--- config.mk ---
export PLATFORM = sky130hd
export DESIGN_NAME = wb_arbiter
export DESIGN_NICKNAME = d
export VERILOG_FILES = /design/src/rtl/wb_arbiter_pkg.sv /design/src/rtl/wb_bypass.sv /design/src/rtl/wb_arbiter.sv
export SDC_FILE = /design/constraint.sdc
export NUM_CORES = 1
export LEC_CHECK = 0
export CAP_MARGIN = 20
export CORE_AREA = 2 2 99 101
export DETAILED_ROUTE_END_ITERATION = 6
export DIE_AREA = 0 0 101 103
export PLACE_DENSITY = 0.76
export REMOVE_ABC_BUFFERS = 1
export SYNTH_ARGS = -nofsm -noshare
export SYNTH_HDL_FRONTEND = slang
export SYNTH_SLANG_ARGS = --single-unit
--- constraint.sdc ---
create_clock -name clk -period 2 [get_ports clk]
set_input_delay 0.4 -clock clk [delete_from_list [all_inputs] [get_ports clk]]
set_output_delay 0.4 -clock clk [all_outputs]
set_load 0.01 [all_outputs]
--- src/rtl/wb_arbiter_pkg.sv ---
// Shared writeback-arbiter definitions: datapath widths, x0 index, state encodings and the
// default starvation bound.
package wb_arbiter_pkg;

    localparam int unsigned XLEN          = 32;
    localparam int unsigned REG_IDX_WIDTH = 5;
    localparam int unsigned WB_STARVE_MAX = 4;

    localparam logic [REG_IDX_WIDTH-1:0] REG_X0 = '0;

    typedef enum logic {
        ARB_ALU = 1'b0,
        ARB_LSU = 1'b1
    } arb_state_e;

endpackage

--- src/rtl/wb_bypass.sv ---
// Forwards the registered regfile write to both decode read ports.
// The forward path exists only when WB_BYPASS_EN is defined; otherwise raw data passes through.
module wb_bypass
    import wb_arbiter_pkg::*;
(
    input  logic                     rd_en_i,
    input  logic [REG_IDX_WIDTH-1:0] rd_idx_i,
    input  logic [XLEN-1:0]          rd_wdata_i,
    input  logic [REG_IDX_WIDTH-1:0] rs1_idx_i,
    input  logic [REG_IDX_WIDTH-1:0] rs2_idx_i,
    input  logic [XLEN-1:0]          rs1_rdata_i,
    input  logic [XLEN-1:0]          rs2_rdata_i,
    output logic [XLEN-1:0]          rs1_rdata_o,
    output logic [XLEN-1:0]          rs2_rdata_o
);

`ifdef WB_BYPASS_EN
    logic rs1_hit;
    logic rs2_hit;

    // rd_en is already low for x0 writes; the x0 term keeps x0 reads hard-wired regardless.
    assign rs1_hit = rd_en_i && (rd_idx_i == rs1_idx_i) && (rs1_idx_i != REG_X0);
    assign rs2_hit = rd_en_i && (rd_idx_i == rs2_idx_i) && (rs2_idx_i != REG_X0);

    assign rs1_rdata_o = rs1_hit ? rd_wdata_i : rs1_rdata_i;
    assign rs2_rdata_o = rs2_hit ? rd_wdata_i : rs2_rdata_i;
`else
    logic unused_bypass;

    assign unused_bypass = ^{rd_en_i, rd_idx_i, rd_wdata_i, rs1_idx_i, rs2_idx_i};
    assign rs1_rdata_o   = rs1_rdata_i;
    assign rs2_rdata_o   = rs2_rdata_i;
`endif

endmodule

--- src/rtl/wb_arbiter.sv ---
// Arbitrates ALU and LSU/MDU writebacks onto the single regfile write port with LSU
// anti-starvation; read-port forwarding is enabled by defining WB_BYPASS_EN.
module wb_arbiter
    import wb_arbiter_pkg::*;
#(
    parameter int unsigned STARVE_MAX = WB_STARVE_MAX
) (
    input  logic                     clk,
    input  logic                     rst,
    input  logic                     alu_valid_i,
    output logic                     alu_ready_o,
    input  logic [REG_IDX_WIDTH-1:0] alu_rd_idx_i,
    input  logic [XLEN-1:0]          alu_wdata_i,
    input  logic                     lsu_valid_i,
    output logic                     lsu_ready_o,
    input  logic [REG_IDX_WIDTH-1:0] lsu_rd_idx_i,
    input  logic [XLEN-1:0]          lsu_wdata_i,
    output logic                     rd_en_o,
    output logic [REG_IDX_WIDTH-1:0] rd_idx_o,
    output logic [XLEN-1:0]          rd_wdata_o,
    input  logic [REG_IDX_WIDTH-1:0] rs1_idx_i,
    input  logic [REG_IDX_WIDTH-1:0] rs2_idx_i,
    input  logic [XLEN-1:0]          rs1_rdata_i,
    input  logic [XLEN-1:0]          rs2_rdata_i,
    output logic [XLEN-1:0]          rs1_rdata_o,
    output logic [XLEN-1:0]          rs2_rdata_o
);

    localparam int unsigned CntW = $clog2(STARVE_MAX + 1);
    localparam logic [CntW-1:0] CntMax = CntW'(STARVE_MAX);

    arb_state_e state_q, state_d;
    logic [CntW-1:0] cnt_q, cnt_d;

    logic alu_xfer;
    logic lsu_xfer;

    logic                     rd_en_d;
    logic [REG_IDX_WIDTH-1:0] rd_idx_d;
    logic [XLEN-1:0]          rd_wdata_d;

    always_comb begin
        alu_ready_o = 1'b0;
        lsu_ready_o = 1'b0;
        if (!rst) begin
            unique case (state_q)
                ARB_ALU: begin
                    alu_ready_o = alu_valid_i;
                    lsu_ready_o = lsu_valid_i & ~alu_valid_i;
                end
                ARB_LSU: begin
                    lsu_ready_o = lsu_valid_i;
                    alu_ready_o = alu_valid_i & ~lsu_valid_i;
                end
                default: ;
            endcase
        end
    end

    assign alu_xfer = alu_valid_i & alu_ready_o;
    assign lsu_xfer = lsu_valid_i & lsu_ready_o;

    always_comb begin
        cnt_d   = cnt_q;
        state_d = state_q;

        if (!lsu_valid_i || lsu_xfer) begin
            cnt_d = '0;
        end else if (state_q == ARB_ALU && cnt_q != CntMax) begin
            cnt_d = cnt_q + 1'b1;
        end

        // Flip on the edge that loads the bound, so the LSU wins on contended cycle STARVE_MAX+1.
        unique case (state_q)
            ARB_ALU: if (cnt_d == CntMax) state_d = ARB_LSU;
            ARB_LSU: if (lsu_xfer || !lsu_valid_i) state_d = ARB_ALU;
            default: state_d = ARB_ALU;
        endcase
    end

    always_comb begin
        rd_en_d    = 1'b0;
        rd_idx_d   = rd_idx_o;
        rd_wdata_d = rd_wdata_o;
        if (alu_xfer) begin
            rd_en_d    = (alu_rd_idx_i != REG_X0);
            rd_idx_d   = alu_rd_idx_i;
            rd_wdata_d = alu_wdata_i;
        end else if (lsu_xfer) begin
            rd_en_d    = (lsu_rd_idx_i != REG_X0);
            rd_idx_d   = lsu_rd_idx_i;
            rd_wdata_d = lsu_wdata_i;
        end
    end

    always_ff @(posedge clk) begin
        if (rst) begin
            state_q    <= ARB_ALU;
            cnt_q      <= '0;
            rd_en_o    <= 1'b0;
            rd_idx_o   <= '0;
            rd_wdata_o <= '0;
        end else begin
            state_q    <= state_d;
            cnt_q      <= cnt_d;
            rd_en_o    <= rd_en_d;
            rd_idx_o   <= rd_idx_d;
            rd_wdata_o <= rd_wdata_d;
        end
    end

    wb_bypass u_wb_bypass (
        .rd_en_i     (rd_en_o),
        .rd_idx_i    (rd_idx_o),
        .rd_wdata_i  (rd_wdata_o),
        .rs1_idx_i   (rs1_idx_i),
        .rs2_idx_i   (rs2_idx_i),
        .rs1_rdata_i (rs1_rdata_i),
        .rs2_rdata_i (rs2_rdata_i),
        .rs1_rdata_o (rs1_rdata_o),
        .rs2_rdata_o (rs2_rdata_o)
    );

endmodule

# [Word level (Yosys, flattened, before mapping)]
# Cells that the tools add are included.
# W data, S select, Z words.
[classes] n_addsub=1 multipliers=0 div_mod_pow=0 order_cmp=0 n_eq_ne=2 shift=0 muxes=15 bitwise=7 reduce_logical=6
[ops] op="$mux W32" n=2
[ops] op="$mux W5" n=2
[ops] op="$reduce_bool A5 Y1" n=2
[ops] op="$mux W1" n=6
[ops] op="$mux W3" n=2
[ops] op="$pmux W1 S2" n=3
[ops] op="$and A1 B1 Y1" n=4
[ops] op="$add A3 B1 Y3 const B" n=1
[ops] op="$eq A3 B3 Y1 const B" n=1
[ops] op="$ne A3 B3 Y1 const B" n=1
[ops] op="$not A1 Y1" n=3
[ops] op="$reduce_bool A2 Y1" n=1
[ops] op="$logic_and A1 B1 Y1" n=1
[ops] op="$logic_not A1 Y1" n=1
[ops] op="$logic_or A1 B1 Y1" n=1
[totals] ff_bits=42 latch_bits=0 ram_bits=0 rom_bits=0 in_bits=152 out_inout_bits=104 wordCells=36 memories=0

# [Longest topological paths before layout]
# Gate-level depths: netlist of the first run.
[depth] ltp_word=10 depth_mapped=5 depth_no_buf=5

# [By module]
# Synthesis of the first run repeated with hierarchy kept, for this count alone.
[hier_totals] cells_unflattened=233 area_unflattened_um2=2189.6
[by_module_without_submodules] mod="wb_arbiter" n_inst=1 cells_each=169 area_per_inst_um2=1709.1 seq_area_each_um2=840.8
[by_module_without_submodules] mod="wb_bypass" n_inst=1 cells_each=64 area_per_inst_um2=480.5 seq_area_each_um2=0.0

# [Worst setup path before layout of the first run]
# No wires, ideal clock.
[synth_path] path_type="input -> output" start="input lsu_valid_i" end="output lsu_ready_o" arrival_ns=1.135 t_required_ns=1.600 setup_slack_ns=0.465 path_stages=4 n_path_buf=2 path_cell_list="buf_2 -> buf_1 -> nand2_1 -> nor2_1"
[synth_via] elab_chain_cells=3
[synth_rtl] element="start: declaration" line="wb_arbiter.sv:14" rtl="input logic lsu_valid_i,"
[synth_rtl] element="$and A1 B1 Y1" line="wb_arbiter.sv:49" rtl="lsu_ready_o = lsu_valid_i & ~alu_valid_i;"
[synth_rtl] element="$pmux W1 S2 *" line="wb_arbiter.sv:46" rtl="unique case (state_q)"
[synth_rtl] element="$mux W1 *" line="wb_arbiter.sv:45" rtl="if (!rst) begin"
[synth_rtl] element="end: declaration" line="wb_arbiter.sv:15" rtl="output logic lsu_ready_o,"
# Mark *: on every way between the ends. The rest lies on a longest branch, timed or not.

# [Worst setup path after layout of the first run]
[layout_path] start="input alu_valid_i" end="output lsu_ready_o"
[layout_via] elab_chain_cells=4
[layout_rtl] element="start: declaration" line="wb_arbiter.sv:10" rtl="input logic alu_valid_i,"
[layout_rtl] element="$not A1 Y1" line="wb_arbiter.sv:49"
[layout_rtl] element="$and A1 B1 Y1" line="wb_arbiter.sv:49"
[layout_rtl] element="$pmux W1 S2" line="wb_arbiter.sv:46"
[layout_rtl] element="$mux W1" line="wb_arbiter.sv:45"
# Every way passes these cells.

==> key figures, run 1 <==
Timing
  • Fmax: 546.1 MHz
  • RSZ-0062 raised after global routing: false
  • Final setup fails: 0
  • Final Critical Period: 1.831 ns
  • Final TNS setup: 0 ns
  • WHS: 0.5519 ns
  • Worst-Margin Slew: 0.4641 ns
  • Pins over their slew limit: 0
  • Endpoints failing hold: 0
  • Final worst slack: 0.1689 ns
  • Slew margin rel.: 68.64%
  • Period utilization: 91.55%
  • Worst Skew: 0.005050 ns

Drt
  • Wire per inst: 21.20 um
  • Via Count: 2207
  • Wirelength, routed: 9327 um
  • DR iter-0 viols: 76
  • Via density: 5.016
  • Drt first pass iters: 4
  • Post-route DRC: 0
  • ANT nets after route: 0

Synth
  • Warnings, synthesis: 0
  • Seq/Total Area, Yosys: 36.58%
  • Synth unique cells: 29
  • FFs w/ async S/R, synth: 0%
  • Count of flip-flops with a built-in enable after synthesis: 0
  • Syn Area/Cell: 8.513 um^2
  • Synth Flop Type: dfxtp_1
  • Post-synthesis register bit count: 42
  • Syn Inst Count: 270
  • Post-Synthesis Cell Area: 2298 um^2

Power
  • Reg power frac: 47.2%
  • Sw frac: about a quarter
  • Clk pwr share: about a quarter
  • NetSw: 0.5160 mW
  • Total power: 1.963 mW
  • Peak supply drop: 0.2124 mV
  • PD cells: around 610 nW/um^2
  • Pleak: between 1 and 1.5 nW
  • Combinational power share: a little over a quarter
  • Int Pwr: 1.447 mW

Critical path
  • Worst-path fanout max: 3
  • Crit start category: input pin
  • Critical Path RT: about 1.6 ns
  • Critical Path End Type: output pin
  • Crit Path Class: in2out
  • WP data arrival: between 1 and 1.5 ns

Final layout
  • Design area: ~3200 um^2
  • Final net count: 480
  • Multi-input logic area: 870.8 um^2
  • FILL cells: between 1000 and 1500
  • Ant diodes: 0
  • Final Util: 34.30%
  • Commonest non-fill, non-tap cell in the layout: clkdlybuf4s50_1
  • Share of layout cells above drive strength 1: 9.202%
  • Layout Cells excl Fill: 440
  • Most frequent cells in the layout: 114 x clkdlybuf4s50_1, 42 x dfxtp_1, 38 x a21oi_1
  • Sequential cell area: 840.8 um^2
  • Area Growth Syn to Fin: 41.15%

Place
  • GP Congestion: around 0.76
  • HPWL Detailed: ~7500 um
  • Port Buffers: between 100 and 150
  • Placed cell area: ~3200 um^2
  • Place WS: -0.09260 ns
  • Cells after DPL: 433

Clocking
  • Cts-stage hold buffer count: 0
  • H-tree Lvls: 2
  • Worst skew pair latency: 0.29 ns
  • CTS tree: built
  • Clock-pin slew on the worst setup and hold paths: 0.08 ns
  • TritonCTS Buffers: 5
  • Root buf cell: clkbuf_8
  • Clock Sinks: between 40 and 50
  • Clock tree buffer depth: 2

GRT
  • Largest net degree at the start of global routing: 27
  • Number of global-route vias before repair: 2111
  • First-pass GRT wire length: roughly 13000 um
  • Gr ovfl total: 0
  • GRT Total Usage: 16.62%
  • Antenna violations before repair: 0

Floorplan
  • # IOs: 256
  • Die X-Extent: around 100 um
  • Die area: between 10000 and 15000 um^2
  • Die height: 103 um
  • Row count: 36
  • Initial Util: about a quarter
  • Core Area: 9459 um^2

Hold path
  • HP Class: reg2reg

Run
  • Max Cap Viol: 0

Status
  • Outcome: complete, no violations
layer usage:
metal | part of all wire, % | track usage, % | vias up
met1 | 35 | 16.78 | 1010
met4 | 4.6 | 8.524 | 2
met5 | 0.49 | 4.327 | -
met2 | 46 | 26.36 | 165
met3 | 14 | 10.51 | 22
li1 | - | - | 1008
registers in the layout, indices dropped and copies added (netlist names):
name / flops
rd_idx_o: 5
state_q: 1
rd_wdata_o: 32
cnt_q: 3
rd_en_o: 1
layout make-up:
cell class,instances,area share [%]
repair buffers,133,39.95
multi-input cells,140,26.84
flip-flops and latches,42,25.92
well taps,114,4.396
clock buffers,5,2.121
inverters,4,0.4628
clock inverters,2,0.3085
what timing repair did:
item	CTS	global route
setup buffers	0	0
hold endpoints to repair	0	0
resized for setup	2	0
endpoints found under the setup margin	2	0
final timing paths:
| path | cells after the start | to | from | slack, ns |
|---|---|---|---|---|
| worst min-delay path | 2 | cnt_q[1] | cnt_q[1] | 0.55 |
| worst max register to register | 4 | state_q | state_q | 0.49 |
| worst min register to register | 2 | cnt_q[1] | cnt_q[1] | 0.55 |
| worst max-delay path | 5 | lsu_ready_o | alu_valid_i | 0.17 |
kinds of logic after synthesis:
logic type | after synthesis | share of synthesized area (%)
multiplexers | 2 | 0.8710
flip-flops | 42 | 36.58
XOR/XNOR | 1 | 0.3811
AO/OA/AOI/OAI | 80 | 22.92
buffers and inverters | 88 | 25.53
adder cells (fa/ha/maj) | 2 | 1.089
AND/OR/NAND/NOR | 55 | 12.63
power groups by stage:
| stage | registers [mW] | clock network [mW] | logic, mW |
|---|---|---|---|
| finish | 0.927 | 0.523 | 0.513 |
| global placement | 0.943 | 0 | 0.510 |
| CTS | 0.927 | 0.561 | 0.519 |
| floorplan | 0.972 | 0 | 0.127 |
| global route | 0.934 | 0.600 | 0.552 |
| detailed placement | 0.946 | 0 | 0.519 |
cell usage after synthesis (all sizes together) (3+ instances only):
master | n | share of area [%]
nor2 | 7 | 1.1
a22oi | 34 | 11
clkbuf | 6 | 0.98
a21oi | 38 | 8.3
buf | 78 | 24
nand3 | 34 | 7.4
nand2 | 3 | 0.49
nor3 | 3 | 0.65
dfxtp | 42 | 37
inv | 4 | 0.65
worst max-delay path, cell delays in order:
cell	delay, ns
clkdlybuf4s50_1	0.50
nand2b_1	0.11
nand2_1	0.10
nor2_1	0.04
dlygate4sd2_1	0.28
No activity file was read; power rests on OpenSTA's default activity.
==> run 2, diff against run 1 <==
- CAP_MARGIN: 20 -> not set
==> results of run 2 <==
Same layout as run 1: the final DEF is identical, and so are final timing and power.
==> run 3, diff against run 2 <==
- clock period: 2 -> 2.3 ns (I/O delays scaled with it)
==> run 3 against run 2 <==
Cell area decreased by 1.6%. Clock skew fell by 0.0017 ns. Non-clock buffer count down 6. Critical path type unchanged. Critical endpoint unchanged. Largest cell class unchanged.
==> key figures, run 3 (synthesized netlist as in run 1, its figures left out) <==
Timing
  • Worst Skew: 0.003391 ns (-0.001659 ns)
  • Pins over their slew limit: 0 (unchanged)
  • RSZ-0062 raised after global routing: false
  • Slew margin rel.: 67.72% (-0.92 points)
  • Final TNS setup: 0 ns (unchanged)
  • Final Critical Period: 2.240 ns
  • Worst-Margin Slew: 0.4842 ns (+0.02012 ns)
  • Period utilization: 97.38%
  • Endpoints failing hold: 0 (unchanged)
  • Final setup fails: 0 (unchanged)
  • Fmax: 446.5 MHz

Drt
  • Wire per inst: 21.58 um (+1.8%)
  • Via density: 5.032 (+0.33%)
  • ANT nets after route: 0 (unchanged)
  • DR iter-0 viols: 88 (+16%)
  • Post-route DRC: 0 (unchanged)
  • Wirelength, routed: 9343 um (+0.17%)
  • Via Count: 2179 (-1.3%)
  • Drt first pass iters: 4 (unchanged)

Critical path
  • Crit start category: input pin
  • Critical Path RT: 1.84 ns (+0.24 ns)
  • Critical Path End Type: output pin
  • WP data arrival: 1.78 ns (+0.35 ns)
  • Worst-path fanout max: 3 (unchanged)
  • Crit Path Class: in2out

Power
  • Total power: 1.725 mW (-12%)
  • Reg power frac: 46.8% (-0.4 points)
  • Combinational power share: 25.4% (-0.7 points)
  • Int Pwr: 1.280 mW (-12%)
  • PD cells: 540.3 nW/um^2 (-11%)
  • NetSw: 0.4451 mW (-14%)
  • Sw frac: 25.80% (-0.48 points)
  • Clk pwr share: 27.8% (+1.2 points)
  • Peak supply drop: 0.1822 mV (-14%)
  • Pleak: 1.159 nW (-3.4%)

Clocking
  • Clock tree buffer depth: 2 (unchanged)
  • Cts-stage hold buffer count: 0 (unchanged)
  • Worst skew pair latency: 0.29 ns (about the same)
  • Clock-pin slew on the worst setup and hold paths: 0.08 ns (about the same)
  • Clock Sinks: 42 (unchanged)
  • TritonCTS Buffers: 5 (unchanged)
  • Root buf cell: clkbuf_8
  • CTS tree: built
  • Cts repair resizes: 0 (-2)
  • H-tree Lvls: 2 (unchanged)
  • Setup Buffers After CTS: 0 (unchanged)

Place
  • GP Congestion: 0.7051 (-7.0%)
  • HPWL Detailed: 7407 um (-1.7%)
  • Port Buffers: 117 (unchanged)

Floorplan
  • Row count: 36 (unchanged)
  • Core Area: 9459 um^2 (unchanged)
  • Die height: 103 um (unchanged)
  • Initial Util: 24.30% (unchanged)
  • Die area: 10400 um^2 (unchanged)
  • Die X-Extent: 101 um (unchanged)
  • # IOs: 256 (unchanged)

Final layout
  • Share of layout cells above drive strength 1: 7.210% (-2.0 points)
  • Largest reg by FF count: rd_wdata_o
  • Max FFs per register: 32 (unchanged)
  • Final net count: 474 (-1.3%)
  • Regs by FF count: rd_wdata_o x32, rd_idx_o x5, cnt_q x3
  • Area Growth Syn to Fin: 38.92%
  • Ant diodes: 0 (unchanged)
  • FILL cells: 979 (-3.1%)
  • Most frequent cells in the layout: 116 x clkdlybuf4s50_1, 42 x dfxtp_1, 38 x a21oi_1
  • Commonest non-fill, non-tap cell in the layout: clkdlybuf4s50_1

GRT
  • Largest net degree at the start of global routing: 43 (+59%)
  • Number of global-route vias before repair: 2093 (-0.85%)
  • Antenna violations before repair: 0 (unchanged)
  • First-pass GRT wire length: 12530 um (+0.22%)
  • Gr ovfl total: 0 (unchanged)
  • GRT Total Usage: 16.57% (-0.057 points)

Hold path
  • HP Class: reg2reg

Status
  • Outcome: complete, no violations

Run
  • Max Cap Viol: 0 (unchanged)
-- run 3: power groups by stage --
stage / Clock (mW) / Sequential, mW / Combinational, mW
after global placement: 0 / 0.821 / 0.433
after CTS: 0.507 / 0.807 / 0.442
after global routing: 0.535 / 0.813 / 0.470
final: 0.480 / 0.807 / 0.438
after floorplan: 0 / 0.846 / 0.111
after detailed placement: 0 / 0.824 / 0.441
-- run 3: path summary, 6_finish.rpt --
path	slack, ns	to	startpoint	cells after the start
max reg2reg	0.58	state_q	state_q	4
min reg2reg	0.56	rd_wdata_o[23]	rd_wdata_o[23]	2
min	0.56	rd_wdata_o[23]	rd_wdata_o[23]	2
max	0.06	lsu_ready_o	alu_valid_i	5
-- run 3: through the flow --
| step | cell area, um^2 | instances | worst slack (ns) | util [%] | hold WS, ns |
|---|---|---|---|---|---|
| after global placement | 3110 | 427 | 0.1131 | 32.88 | 0.5328 |
| after CTS | 3193 | 433 | 0.06002 | 33.76 | 0.5599 |
| final | 3193 | 433 | 0.06028 | 33.76 | 0.5597 |
| after detailed placement | 3110 | 427 | 0.07382 | 32.88 | 0.5370 |
| after global routing | 3193 | 433 | 0.003150 | 33.76 | 0.5783 |
| after floorplan | 1727 | 186 | 0.2745 | - | 0.5106 |
-- run 3: metal layers --
metal / vias up / routed length [um] / track usage [%]
met5: - / 46 / 4.327
met4: 2 / 320 / 6.861
met3: 14 / 1214 / 10.03
met2: 157 / 4454 / 27.95
met1: 1012 / 3306 / 16.29
li1: 994 / - / -
-- run 3: cell type report --
type	instances	area, um^2	share of cell area, %
well taps	114	142.6	4.467
inverters	4	15.01	0.4702
multi-input cells	140	870.8	27.27
repair buffers	127	1241	38.87
flip-flops and latches	42	840.8	26.33
clock buffers	6	82.58	2.586
-- run 3: critical path, stage by stage --
cell and delay, ns:
clkdlybuf4s50_1 0.45, nand2b_1 0.12, nand2_1 0.10, nor2_1 0.10
clkdlybuf4s50_1 0.55
==> edit 1, RTL diff (config.mk and constraints of run 1) <==
Set the package constant `REG_IDX_WIDTH` to 6 (it was 5).
--- a/src/rtl/wb_arbiter_pkg.sv
+++ b/src/rtl/wb_arbiter_pkg.sv
@@ -3,7 +3,7 @@
 package wb_arbiter_pkg;
 
     localparam int unsigned XLEN          = 32;
-    localparam int unsigned REG_IDX_WIDTH = 5;
+    localparam int unsigned REG_IDX_WIDTH = 6;
     localparam int unsigned WB_STARVE_MAX = 4;
 
     localparam logic [REG_IDX_WIDTH-1:0] REG_X0 = '0;
Interface: changed (5 resized); port bits go from 256 to 261. No check against the original RTL was run, so the function may have changed too.
==> edit 1 against run 1 <==
Worst hold slack got worse by 80 ps; maximum frequency fell by 6.2%; utilization rose by 1.0 points; cell area rose by 2.9%; wire length rose by 8.4%; setup slack got worse by 120 ps; critical path depth fell by 1; die area did not move; power rose by 1.9%; synthesized cell count rose by 1.5%; global-route usage rose by 1.4 points; sequential cell count rose by 1; synthesized area rose by 2.7%; largest power group unchanged.
==> edit 1: results (changes against run 1) <==
[placed_design]
place_area_um2=3270  ; +3.1%
dp_hpwl_mm=8.02  ; +6.4%
port_buffers=120  ; +2.6%
gpl.final_weighted_congestion=0.874  ; +15%
dp.cells=440  ; +1.6%
post-place-ws_ps=-231  ; -139 ps

[pwr]
peakVddDrop_mv=0.219  ; +3.2%
seqPwrFrac_pct=47.5  ; +0.3 points
leakage_nw=1.25  ; +3.9%
combPwrFrac_pct=26.6  ; +0.5 points
powerClk_mw=0.517  ; -1%
swShare_pct=26.2  ; -0.046 points

[finish]
top_regs=rd_wdata_o: 32 flops, rd_idx_o: 6 flops, cnt_q: 3 flops
nNetsFinal=491  ; +2.3%
final_cells=446  ; +1.4%
layout-drive-gt1-share_pct=7.53  ; -1.7 points

[global_routing]
met1_usage_pct=17.8  ; +1.0 points
antenna_found_initial=0  ; unchanged
grt_pass1_vias=2264  ; +7.2%
track_usage_pct=18.1  ; +1.4 points
grtUsageMet2_pct=27.5  ; +1.2 points
grt_start_max_net_pins=40  ; +48%
grt_use_met3_pct=10.4  ; -0.068 points
grt_first_pass_wirelength_mm=13.6  ; +8.4%

[setup_path]
rrSetupSlack_ps=530  ; +40 ps
cp_max_fo=10  ; +7
arrival_ps=1550  ; +120 ps
crit_path_max_incr_delay_ps=550  ; +50 ps
reg2reg_from=cnt_q[0]
reg2reg_depth=5  ; +1

[timing]
worst_pin_slew_ps=639  ; +175 ps
hold_slack_ps=472  ; -80.0 ps
layout_worst_path_cycle_share_pct=97.7  ; +6.1 points
fin_worst_skew_ps=3.41  ; -1.64 ps

[hold_path]
hp-class=reg -> reg
min_from=rd_wdata_o[31]
hold_depth=2  ; unchanged
hold_end=rd_wdata_o[31]

[synthesis]
async_flop_share_pct=0  ; unchanged
ys_seq_area_share_pct=36.5  ; -0.10 points
yosysUniqueCellTypes=28  ; -3.4%
syn_area_per_cell_um2=8.61  ; +1.2%
synth.area.top_cells=dfxtp_1 (36%), buf_4 (20%), a32oi_1 (13%)
synthTopCellsByCount=buf_4 (64), dfxtp_1 (43), nand2_1 (40)

[route]
met3_length_mm=1.53  ; +18%
wl_met2_mm=4.47  ; +3.6%
first_iter_violations=83  ; +9.2%
drt-met1-wl_mm=3.21  ; -0.89%
vias_per_cell=5.21  ; +3.9%
drt_wl_total_mm=10.1  ; +8.4%

[outcome]
status=finished, final reports clean

[clock_tree]
cts-resized-gates=3  ; +1

edit 1: final cells by class:
class | count | area [µm²]
timing repair buffer | 135 | 1350
sequential | 43 | 862
inverter | 3 | 11.3
clock buffer | 6 | 72.6
tap | 114 | 143
fill | 991 | 6120
multi-input combinational | 145 | 905
edit 1: cells by family (layout without fill, tap and decap cells):
kind of cell               after synthesis  in the layout  synth area share (%)
AOI/OAI and AO/OA                       77             77                  23.7
and+or+nand+nor                         64             64                  12.6
adders and majority gates                2              2                  1.06
xor gates and xnor gates                 1              1                 0.371
buffers and inverters                   86            144                  25.3
DFF                                     43             43                  36.5
muxes                                    1              1                 0.424
edit 1: worst max-delay path by stage:
stage,start,endpoint,depth (start not counted)
3_5_place_dp,rst,lsu_ready_o,5
2_1_floorplan,lsu_valid_i,rd_idx_o[0],3
4_1_cts,rst,lsu_ready_o,5
6_report,rst,alu_ready_o,4
5_1_grt,rst,alu_ready_o,4
3_3_place_gp,rst,lsu_ready_o,5
==> edit 2, RTL diff (flow settings as in run 1) <==
Without the edit above. Reset style: asynchronous (`rst`), changed in one clocked block.
--- a/src/rtl/wb_arbiter.sv
+++ b/src/rtl/wb_arbiter.sv
@@ -93,7 +93,7 @@
         end
     end
 
-    always_ff @(posedge clk) begin
+    always_ff @(posedge clk or posedge rst) begin
         if (rst) begin
             state_q    <= ARB_ALU;
             cnt_q      <= '0;
Behaviour: differs if rst is asserted again (counterexample within 4 cycles, from zero or initial values and one cycle with rst high); with rst held inactive, the same outputs for 10 cycles.
==> edit 2 against run 1 <==
Final cell count is 7.0% higher; sequential cell count did not move; die area stayed put; synthesized area grew 20%; highest routed layer is now met4; sequential share of layout area increased by 2.6 points; largest cell class unchanged; cell area increased by 14%; critical endpoint unchanged; via count up 19%; utilization grew 4.7 points; wire length is 21% higher; maximum frequency fell by 4.9%; combinational power grew 46%; setup slack worse by 95 ps; power rose by 20%.
==> edit 2: results (changes against run 1) <==
[outcome]
status=finished, final reports clean

[setup_path]
r2r_end=state_q
cp_max_fo=4  ; +1
reg2reg_depth=5  ; +1
crit_path_max_incr_delay_ps=530  ; +30 ps
reg2reg_from=cnt_q[0]

[hold_path]
min_from=rd_wdata_o[6]

[global_routing]
grt_pass1_vias=2494  ; +18%
grt_first_pass_wirelength_mm=15.7  ; +26%
grt_start_max_net_pins=35  ; +30%
track_usage_pct=20.6  ; +4.0 points
grt_use_met3_pct=11.9  ; +1.4 points
grtUsageMet2_pct=31.1  ; +4.7 points

[pwr]
peakVddDrop_mv=0.274  ; +29%
combPwrFrac_pct=31.9  ; +5.8 points
total_power_mw=2.35  ; +20%
p_seq_mw=1.02  ; +10%
p_switching_mw=0.677  ; +31%
leakage_nw=1.36  ; +14%

[timing]
hold_slack_ps=557  ; +5.03 ps
timing.slew.headroom_pct=72.3  ; +3.6 points

[placed_design]
post-place-ws_ps=-338  ; -245 ps
place_area_um2=3600  ; +14%
dp.cells=463  ; +6.9%
gpl.final_weighted_congestion=0.835  ; +10%
dp_hpwl_mm=8.80  ; +17%

[finish]
fin_area_um2=3690  ; +14%
final_cells=471  ; +7.0%
nNetsFinal=510  ; +6.3%
nFillCells=958  ; -5.1%

[route]
drt-met1-wl_mm=4.22  ; +30%
highest_layer=met4
vias_per_cell=5.60  ; +12%
met3_length_mm=1.65  ; +28%
wl_met2_mm=4.80  ; +11%
drt_wl_total_mm=11.3  ; +21%
first_iter_violations=137  ; +80%

[synthesis]
synthTopCellsByCount=buf_4 (65), dfrtp_1 (42), nor2_1 (38)
async_flop_share_pct=100  ; +100 points
synth.area.top_cells=dfrtp_1 (38%), buf_4 (18%), o2111ai_1 (10%)
syn_area_per_cell_um2=8.98  ; +5.5%
synthFlopType=dfrtp_1
yosysUniqueCellTypes=30  ; +3.4%
ys_seq_area_share_pct=38.0  ; +1.4 points

[clock_tree]
cts-resized-gates=3  ; +1

[edit 2: cell count changes after synthesis, sizes merged, moves of 5 or more]
cell     change
o21ai       +33
dfrtp       +42
o2111ai     +33
a22oi       -34
dfxtp       -42
clkbuf       +5
nor2        +31
a31oi       +33
nand3       -34
a21oi       -35
[edit 2: cell families (layout without fill, tap and decap cells)]
kind of cell               after synthesis  after routing  share of synthesized area [%]
xor gates and xnor gates                 1              1                          0.317
adders and majority gates                2              2                          0.905
muxes                                    1              1                          0.362
AOI/OAI and AO/OA                      111            111                           27.4
buffers and inverters                   97            146                           24.2
DFF                                     42             42                           38.0
and+or+nand+nor                         54             54                           8.82
[edit 2: final cells by class]
cell class              instances  share of cell area [%]
well taps                     114                    3.87
clock buffers                   7                    2.34
inverters                       5                   0.509
repair buffers                133                    36.3
multi-input cells             169                    28.3
clock inverters                 1                   0.136
flip-flops and latches         42                    28.5
